<file path="src/rtl/pong_game_if.sv">
// Bundled frame-rate control and status signals between the video timing /
// input side and the pong game sequencer.
interface pong_game_if;
    logic       frame_tick;
    logic       start;
    logic [8:0] paddle_l_pos_v;
    logic [8:0] paddle_r_pos_v;
    logic [9:0] ball_pos_h;
    logic [8:0] ball_pos_v;
    logic       ball_visible;
    logic [3:0] score_l;
    logic [3:0] score_r;
    logic [1:0] state;
    logic       game_over;
    logic       winner_r;

    modport master (
        output frame_tick, start, paddle_l_pos_v, paddle_r_pos_v,
        input  ball_pos_h, ball_pos_v, ball_visible, score_l, score_r,
               state, game_over, winner_r
    );

    modport slave (
        input  frame_tick, start, paddle_l_pos_v, paddle_r_pos_v,
        output ball_pos_h, ball_pos_v, ball_visible, score_l, score_r,
               state, game_over, winner_r
    );
endinterface

</file>
<file path="src/rtl/pong_game_ctrl.sv">
// Pong game sequencer: ball motion, wall/paddle contact, scoring and the
// idle/serve/rally/over phases, all advanced once per frame_tick.
//
//   state    | meaning
//   ---------+------------------------------------------------------------
//   ST_IDLE  | after reset; ball centred and hidden, waiting for start
//   ST_SERVE | ball centred and visible for SERVE_FRAMES ticks
//   ST_RALLY | ball moving; walls bounce, paddles return, edges score
//   ST_OVER  | a side reached WIN_SCORE; scores/winner held until start
module pong_game_ctrl #(
    parameter int H_VISIBLE     = 640,
    parameter int V_VISIBLE     = 480,
    parameter int PADDLE_L_X    = 15,
    parameter int PADDLE_R_X    = 625,
    parameter int PADDLE_SIZE_V = 40,
    parameter int BALL_SIZE     = 4,
    parameter int SERVE_FRAMES  = 60,
    parameter int WIN_SCORE     = 9
) (
    input  logic        clk,
    input  logic        rst,
    pong_game_if.slave  bus
);

    typedef enum logic [1:0] {
        ST_IDLE  = 2'd0,
        ST_SERVE = 2'd1,
        ST_RALLY = 2'd2,
        ST_OVER  = 2'd3
    } state_t;

    localparam int CNT_W = $clog2(SERVE_FRAMES + 1);

    localparam logic [9:0]        H_CENTRE   = 10'(H_VISIBLE / 2);
    localparam logic [8:0]        V_CENTRE   = 9'(V_VISIBLE / 2);
    localparam logic [9:0]        H_MAX      = 10'(H_VISIBLE - 1);
    localparam logic [8:0]        V_TOP      = 9'(BALL_SIZE / 2);
    localparam logic [8:0]        V_BOT      = 9'(V_VISIBLE - 1 - BALL_SIZE / 2);
    localparam logic [9:0]        L_HIT_X    = 10'(PADDLE_L_X + 1);
    localparam logic [9:0]        R_HIT_X    = 10'(PADDLE_R_X - 1);
    localparam logic signed [9:0] PAD_HALF   = 10'(PADDLE_SIZE_V / 2);
    localparam logic [CNT_W-1:0]  SERVE_LAST = CNT_W'(SERVE_FRAMES - 1);
    localparam logic [3:0]        WIN        = 4'(WIN_SCORE);

    state_t           state_q, state_d;
    logic [9:0]       h_q, h_d;
    logic [8:0]       v_q, v_d;
    logic             dir_l_q, dir_l_d;
    logic             dir_u_q, dir_u_d;
    logic [CNT_W-1:0] serve_cnt_q, serve_cnt_d;
    logic [3:0]       score_l_q, score_l_d;
    logic [3:0]       score_r_q, score_r_d;
    logic             winner_r_q, winner_r_d;

    logic signed [9:0] diff_l, diff_r;
    logic              hit_l, hit_r;
    logic [3:0]        score_l_inc, score_r_inc;
    logic              point_l, point_r;

    // Paddle offsets are taken signed so a ball above the paddle cannot wrap
    // into a large positive distance.
    assign diff_l = $signed({1'b0, v_q}) - $signed({1'b0, bus.paddle_l_pos_v});
    assign diff_r = $signed({1'b0, v_q}) - $signed({1'b0, bus.paddle_r_pos_v});
    assign hit_l  = (diff_l <= PAD_HALF) && (diff_l >= -PAD_HALF);
    assign hit_r  = (diff_r <= PAD_HALF) && (diff_r >= -PAD_HALF);

    assign score_l_inc = (score_l_q >= WIN) ? WIN : score_l_q + 4'd1;
    assign score_r_inc = (score_r_q >= WIN) ? WIN : score_r_q + 4'd1;

    always_comb begin
        state_d     = state_q;
        h_d         = h_q;
        v_d         = v_q;
        dir_l_d     = dir_l_q;
        dir_u_d     = dir_u_q;
        serve_cnt_d = serve_cnt_q;
        score_l_d   = score_l_q;
        score_r_d   = score_r_q;
        winner_r_d  = winner_r_q;
        point_l     = 1'b0;
        point_r     = 1'b0;

        if (bus.frame_tick) begin
            case (state_q)
                ST_IDLE, ST_OVER: begin
                    if (bus.start) begin
                        state_d     = ST_SERVE;
                        h_d         = H_CENTRE;
                        v_d         = V_CENTRE;
                        dir_l_d     = 1'b0;
                        dir_u_d     = 1'b1;
                        serve_cnt_d = '0;
                        score_l_d   = 4'd0;
                        score_r_d   = 4'd0;
                        winner_r_d  = 1'b0;
                    end
                end

                ST_SERVE: begin
                    if (serve_cnt_q == SERVE_LAST) begin
                        state_d     = ST_RALLY;
                        serve_cnt_d = '0;
                    end else begin
                        serve_cnt_d = serve_cnt_q + 1'b1;
                    end
                end

                ST_RALLY: begin
                    if (dir_u_q) begin
                        if (v_q == V_TOP) begin
                            dir_u_d = 1'b0;
                            v_d     = v_q + 9'd1;
                        end else begin
                            v_d = v_q - 9'd1;
                        end
                    end else begin
                        if (v_q == V_BOT) begin
                            dir_u_d = 1'b1;
                            v_d     = v_q - 9'd1;
                        end else begin
                            v_d = v_q + 9'd1;
                        end
                    end

                    if (dir_l_q) begin
                        if (h_q == 10'd0) begin
                            point_r = 1'b1;
                        end else if (h_q == L_HIT_X && hit_l) begin
                            dir_l_d = 1'b0;
                            h_d     = h_q + 10'd1;
                        end else begin
                            h_d = h_q - 10'd1;
                        end
                    end else begin
                        if (h_q == H_MAX) begin
                            point_l = 1'b1;
                        end else if (h_q == R_HIT_X && hit_r) begin
                            dir_l_d = 1'b1;
                            h_d     = h_q - 10'd1;
                        end else begin
                            h_d = h_q + 10'd1;
                        end
                    end

                    // A point recentres the ball and overrides this tick's
                    // vertical step.
                    if (point_l || point_r) begin
                        h_d         = H_CENTRE;
                        v_d         = V_CENTRE;
                        dir_u_d     = 1'b1;
                        serve_cnt_d = '0;
                        if (point_l) begin
                            score_l_d = score_l_inc;
                            dir_l_d   = 1'b0;
                        end else begin
                            score_r_d = score_r_inc;
                            dir_l_d   = 1'b1;
                        end
                        if ((point_l && score_l_inc == WIN) ||
                            (point_r && score_r_inc == WIN)) begin
                            state_d    = ST_OVER;
                            winner_r_d = point_r;
                        end else begin
                            state_d = ST_SERVE;
                        end
                    end
                end

                default: state_d = ST_IDLE;
            endcase
        end
    end

    always_ff @(posedge clk) begin
        if (rst) begin
            state_q     <= ST_IDLE;
            h_q         <= H_CENTRE;
            v_q         <= V_CENTRE;
            dir_l_q     <= 1'b0;
            dir_u_q     <= 1'b1;
            serve_cnt_q <= '0;
            score_l_q   <= 4'd0;
            score_r_q   <= 4'd0;
            winner_r_q  <= 1'b0;
        end else begin
            state_q     <= state_d;
            h_q         <= h_d;
            v_q         <= v_d;
            dir_l_q     <= dir_l_d;
            dir_u_q     <= dir_u_d;
            serve_cnt_q <= serve_cnt_d;
            score_l_q   <= score_l_d;
            score_r_q   <= score_r_d;
            winner_r_q  <= winner_r_d;
        end
    end

    assign bus.ball_pos_h   = h_q;
    assign bus.ball_pos_v   = v_q;
    assign bus.ball_visible = (state_q == ST_SERVE) || (state_q == ST_RALLY);
    assign bus.score_l      = score_l_q;
    assign bus.score_r      = score_r_q;
    assign bus.state        = state_q;
    assign bus.game_over    = (state_q == ST_OVER);
    assign bus.winner_r     = winner_r_q;

endmodule

</file>
<file path="src/flat_wrapper.sv">
// flat-port wrapper written by rule: the top's interface ports become plain ports
module pong_game_ctrl_flat 
#(
    parameter int H_VISIBLE     = 640,
    parameter int V_VISIBLE     = 480,
    parameter int PADDLE_L_X    = 15,
    parameter int PADDLE_R_X    = 625,
    parameter int PADDLE_SIZE_V = 40,
    parameter int BALL_SIZE     = 4,
    parameter int SERVE_FRAMES  = 60,
    parameter int WIN_SCORE     = 9
)
  (clk, rst, bus_frame_tick, bus_start, bus_paddle_l_pos_v, bus_paddle_r_pos_v, bus_ball_pos_h, bus_ball_pos_v, bus_ball_visible, bus_score_l, bus_score_r, bus_state, bus_game_over, bus_winner_r);
  pong_game_if bus_i ();
  input  logic clk;
  input  logic rst;
  input wire logic [$bits(bus_i.frame_tick)-1:0] bus_frame_tick;
  input wire logic [$bits(bus_i.start)-1:0] bus_start;
  input wire logic [$bits(bus_i.paddle_l_pos_v)-1:0] bus_paddle_l_pos_v;
  input wire logic [$bits(bus_i.paddle_r_pos_v)-1:0] bus_paddle_r_pos_v;
  output wire logic [$bits(bus_i.ball_pos_h)-1:0] bus_ball_pos_h;
  output wire logic [$bits(bus_i.ball_pos_v)-1:0] bus_ball_pos_v;
  output wire logic [$bits(bus_i.ball_visible)-1:0] bus_ball_visible;
  output wire logic [$bits(bus_i.score_l)-1:0] bus_score_l;
  output wire logic [$bits(bus_i.score_r)-1:0] bus_score_r;
  output wire logic [$bits(bus_i.state)-1:0] bus_state;
  output wire logic [$bits(bus_i.game_over)-1:0] bus_game_over;
  output wire logic [$bits(bus_i.winner_r)-1:0] bus_winner_r;
  assign bus_i.frame_tick = bus_frame_tick;
  assign bus_i.start = bus_start;
  assign bus_i.paddle_l_pos_v = bus_paddle_l_pos_v;
  assign bus_i.paddle_r_pos_v = bus_paddle_r_pos_v;
  assign bus_ball_pos_h = bus_i.ball_pos_h;
  assign bus_ball_pos_v = bus_i.ball_pos_v;
  assign bus_ball_visible = bus_i.ball_visible;
  assign bus_score_l = bus_i.score_l;
  assign bus_score_r = bus_i.score_r;
  assign bus_state = bus_i.state;
  assign bus_game_over = bus_i.game_over;
  assign bus_winner_r = bus_i.winner_r;
  pong_game_ctrl #(.H_VISIBLE(H_VISIBLE), .V_VISIBLE(V_VISIBLE), .PADDLE_L_X(PADDLE_L_X), .PADDLE_R_X(PADDLE_R_X), .PADDLE_SIZE_V(PADDLE_SIZE_V), .BALL_SIZE(BALL_SIZE), .SERVE_FRAMES(SERVE_FRAMES), .WIN_SCORE(WIN_SCORE)) u_core (.clk(clk), .rst(rst), .bus(bus_i));
endmodule
</file>
<file path="config.mk">
export PLATFORM = sky130hd
export DESIGN_NAME = pong_game_ctrl_flat
export DESIGN_NICKNAME = d
export VERILOG_FILES = /design/src/rtl/pong_game_if.sv /design/src/rtl/pong_game_ctrl.sv /design/src/flat_wrapper.sv
export SDC_FILE = /design/constraint.sdc
export NUM_CORES = 1
export LEC_CHECK = 0
export CELL_PAD_IN_SITES_DETAIL_PLACEMENT = 0
export CELL_PAD_IN_SITES_GLOBAL_PLACEMENT = 2
export CORE_ASPECT_RATIO = 0.9
export CORE_MARGIN = 3
export CORE_UTILIZATION = 32
export CTS_BUF_LIST = sky130_fd_sc_hd__clkbuf_2 sky130_fd_sc_hd__clkbuf_4 sky130_fd_sc_hd__clkbuf_8
export DETAILED_ROUTE_END_ITERATION = 6
export HOLD_SLACK_MARGIN = 0.02
export PLACE_DENSITY_LB_ADDON = 0.08
export RECOVER_POWER = 50
export SYNTH_ARGS = -nofsm -noshare
export SYNTH_HDL_FRONTEND = slang
export SYNTH_SLANG_ARGS = --single-unit
</file>
<file path="constraint.sdc">
create_clock -name clk -period 3.95 [get_ports clk]
set_input_delay 0.79 -clock clk [delete_from_list [all_inputs] [get_ports clk]]
set_output_delay 0.79 -clock clk [all_outputs]
set_load 0.01 [all_outputs]
</file>
==> impl_metrics.py <==
metrics = {
    "final_layout": {
        "drive_above_1_share_pct": 10.89,
        "nNetsFinal": 609,
        "area.growth.synth_to_final_pct": 29.74,
        "n_antenna_cell": 0,
    },
    "flow_run": {
        "drv_cap": 0,
    },
    "global_route": {
        "grt_max_degree": 21,
        "antenna_found_initial": 0,
        "grt_pass1_vias": 3285,
        "grt.overflow.total": 0,
        "grt_pass1_wl_mm": 16.48,
        "track_usage_pct": 16.52,
    },
    "synthesis": {
        "synth_mux_area_share_pct": 1.541,
        "synth_nets": 529,
        "synth_ff_type": "dfxtp_1",
        "synth-adder-area-share_pct": 13.69,
        "synth_seq_cells": 38,
        "ys_types": 67,
        "synthSimpleGateAreaFrac_pct": 30.46,
        "synth-edff-count": 0,
        "netlist_top_cells_count": "nor2_1, nand2_1, a21oi_1, dfxtp_1, ha_1",
        "synth_top_family_by_area": "simple AND/OR/NAND/NOR gates",
        "syn_area_um2": 3492,
        "syn_inst": 470,
        "synthArstFlopShare_pct": 0,
        "synth_area_leader_cell": "dfxtp_1",
        "synthXorXnorAreaFrac_pct": 4.264,
        "syn-mean-instance-area_um2": 7.430,
        "ys_warn_count": 0,
        "yosys-top-cells-area": "dfxtp_1, ha_1, nor2_1",
        "yosys.area.top_type_share_pct": 21.78,
        "ys_seq_area_share_pct": 21.78,
        "synth_compound_area_share_pct": 23.47,
        "yosysMostFrequentCell": "nor2_1",
    },
    "critical_path": {
        "worst-path-max-fanout": 5,
        "max_stage_delay_ns": 0.54,
        "cpMaxStageDelayCell": "fa_2",
        "cp.arrival_ns": 4.04,
        "crit_path_end_kind": "register",
        "critPathKind": "input port to register",
        "worstPathRequired_ns": 4.14,
        "startpoint_type": "input port",
        "crit_family": "simple AND/OR/NAND/NOR gates",
        "path_cells": "clkdlybuf4s50_1 -> ha_1 -> fa_2 -> a21oi_1 -> nor3b_1 -> a31oi_1 -> o21a_4 -> or4_4 -> o21a_4 -> or4_4 -> a21oi_2 -> o21ba_1",
        "cp.buffers_inverters": 1,
    },
    "floorplanning": {
        "ios": 54,
        "num_rows": 35,
        "start_util_pct": 33.51,
        "dieArea_um2": 12200,
        "die_h_um": 105.1,
        "die_w_um": 116.1,
        "coreArea_um2": 10420,
    },
    "timing": {
        "finalHoldViolCount": 0,
        "fin_crit_sh_pct": 97.49,
        "relSlewSlack_pct": 40.59,
        "drv_slew": 0,
        "fin_worst_skew_ns": 0.003662,
        "setup_viol": 0,
        "period_needed_ns": 3.851,
        "setup_tns_ns": 0,
        "hold_ws_ns": 0.4940,
        "clock.fmax_mhz": 259.7,
        "tightest_slew_ns": 0.8819,
    },
    "clock_tree": {
        "clkSlewWorstSetupHoldPaths_ns": 0.08,
        "htree_num_levels": 2,
        "postCtsSetupBuffers": 0,
        "cts_sinks": 38,
        "clk_latency_ns": 0.29,
        "cts-root-buf": "clkbuf_8",
        "clock_path_buffers": 2,
        "cts_tree": "done",
        "cts_buffers": 5,
    },
    "placement": {
        "dp_hpwl_mm": 7.920,
        "port_buffers": 53,
        "gp_congestion": 0.8248,
    },
    "power": {
        "powerDensity_nw_per_um2": 248.0,
        "power_w": 0.001124,
        "ir_worst_vdd_mv": 0.1378,
        "p_leak_nw": 1.839,
    },
    "detailed_routing": {
        "firstDrtPassIters": 5,
        "drcViolationCount": 0,
        "drt_iter0_drc": 197,
        "viasPerCell": 5.341,
        "vias": 3632,
        "wire_per_inst_um": 15.01,
        "drt-total-wl_mm": 10.21,
        "postRouteAntennaNets": 0,
    },
    "run_status": {
        "outcome": "finished clean",
    },
    "worst_hold_path": {
        "hold_path_class": "register to register",
    },
}
## cells in the final DEF, fill, tap and decap left out, types with 13 or more instances in the layout
cell type        count
nor2_1              57
nand2_1             40
inv_1               32
o21ai_0             30
clkdlybuf4s50_1     24
dfxtp_1             38
nor3_1              13
a21oi_1             38
dlygate4sd3_1       29
ha_1                35
nand3_1             13
nand2b_1            15
buf_4               27
or3_1               15
## per-layer routing
metal,up-vias,GRT usage (%),routed length [um],share of wire (%)
met1,1672,26.12,5387,53
met2,85,23.75,4309,42
met5,-,0,0,0
li1,1867,-,-,-
met3,8,2.548,444,4.3
met4,0,2.320,66,0.65
## registers in the layout, indices dropped and copies added (netlist names)
signal and flops:
u_core.bus.score_r 4, u_core.bus.winner_r 1, u_core.bus.state 2, u_core.bus.ball_pos_v 9, u_core.bus.score_l 4, u_core.serve_cnt_q 6
u_core.dir_u_q 1, u_core.bus.ball_pos_h 10, u_core.dir_l_q 1
## kinds of logic (layout without fill, tap and decap cells)
group / Yosys count / after routing
adder cells (fa/ha/maj): 37 / 37
multiplexers: 5 / 5
AO/OA/AOI/OAI: 125 / 125
buffers and inverters: 42 / 123
AND/OR/NAND/NOR: 206 / 206
XOR/XNOR: 17 / 17
flip-flops: 38 / 38
## stage by stage
stage	area [um2]	setup slack [ns]	utilization [%]	std cells
final	4531	0.09934	43.47	680
after global routing	4531	-0.0003397	43.47	680
after CTS	4504	0.07655	43.22	680
after detailed placement	4362	-0.2498	41.85	672
after global placement	4362	-0.1282	41.85	672
after floorplan	3492	0.3200	-	470
## worst min-delay path, stage by stage, from the launching register on
cell and delay (ns):
dfxtp_1 0.33, a21oi_1 0.06, nor2_1 0.07
## power breakdown
part | internal, W | switching [W] | total [W]
Clock | 0.000270 | 0.000153 | 0.000422
Sequential | 0.000391 | 0.0000108 | 0.000402
Combinational | 0.000141 | 0.000158 | 0.000299
## final timing paths
kind	endpoint	start	slack, ns	depth (start not counted)
setup / recovery	u_core.bus.ball_pos_h[6]	bus_paddle_r_pos_v[0]	0.1	12
setup reg to reg	u_core.bus.ball_pos_h[6]	u_core.bus.ball_pos_v[0]	0.50	12
hold / removal	u_core.bus.winner_r	u_core.bus.winner_r	0.49	2
hold reg to reg	u_core.bus.winner_r	u_core.bus.winner_r	0.49	2
## cell type report
class	count	area, um2
Fill cell	1092	5892
Tap cell	129	161.4
Multi-Input combinational cell	390	2601
Timing Repair Buffer	83	744.5
Clock inverter	2	60.06
Inverter	32	120.1
Sequential cell	38	760.7
Clock buffer	6	82.58
## timing repair
action / 4_1_cts / 5_1_grt
gates resized for setup: 0 / 7
setup endpoints to repair: 0 / 2
hold buffers: 0 / 0
No activity file was read; power rests on OpenSTA's default activity.
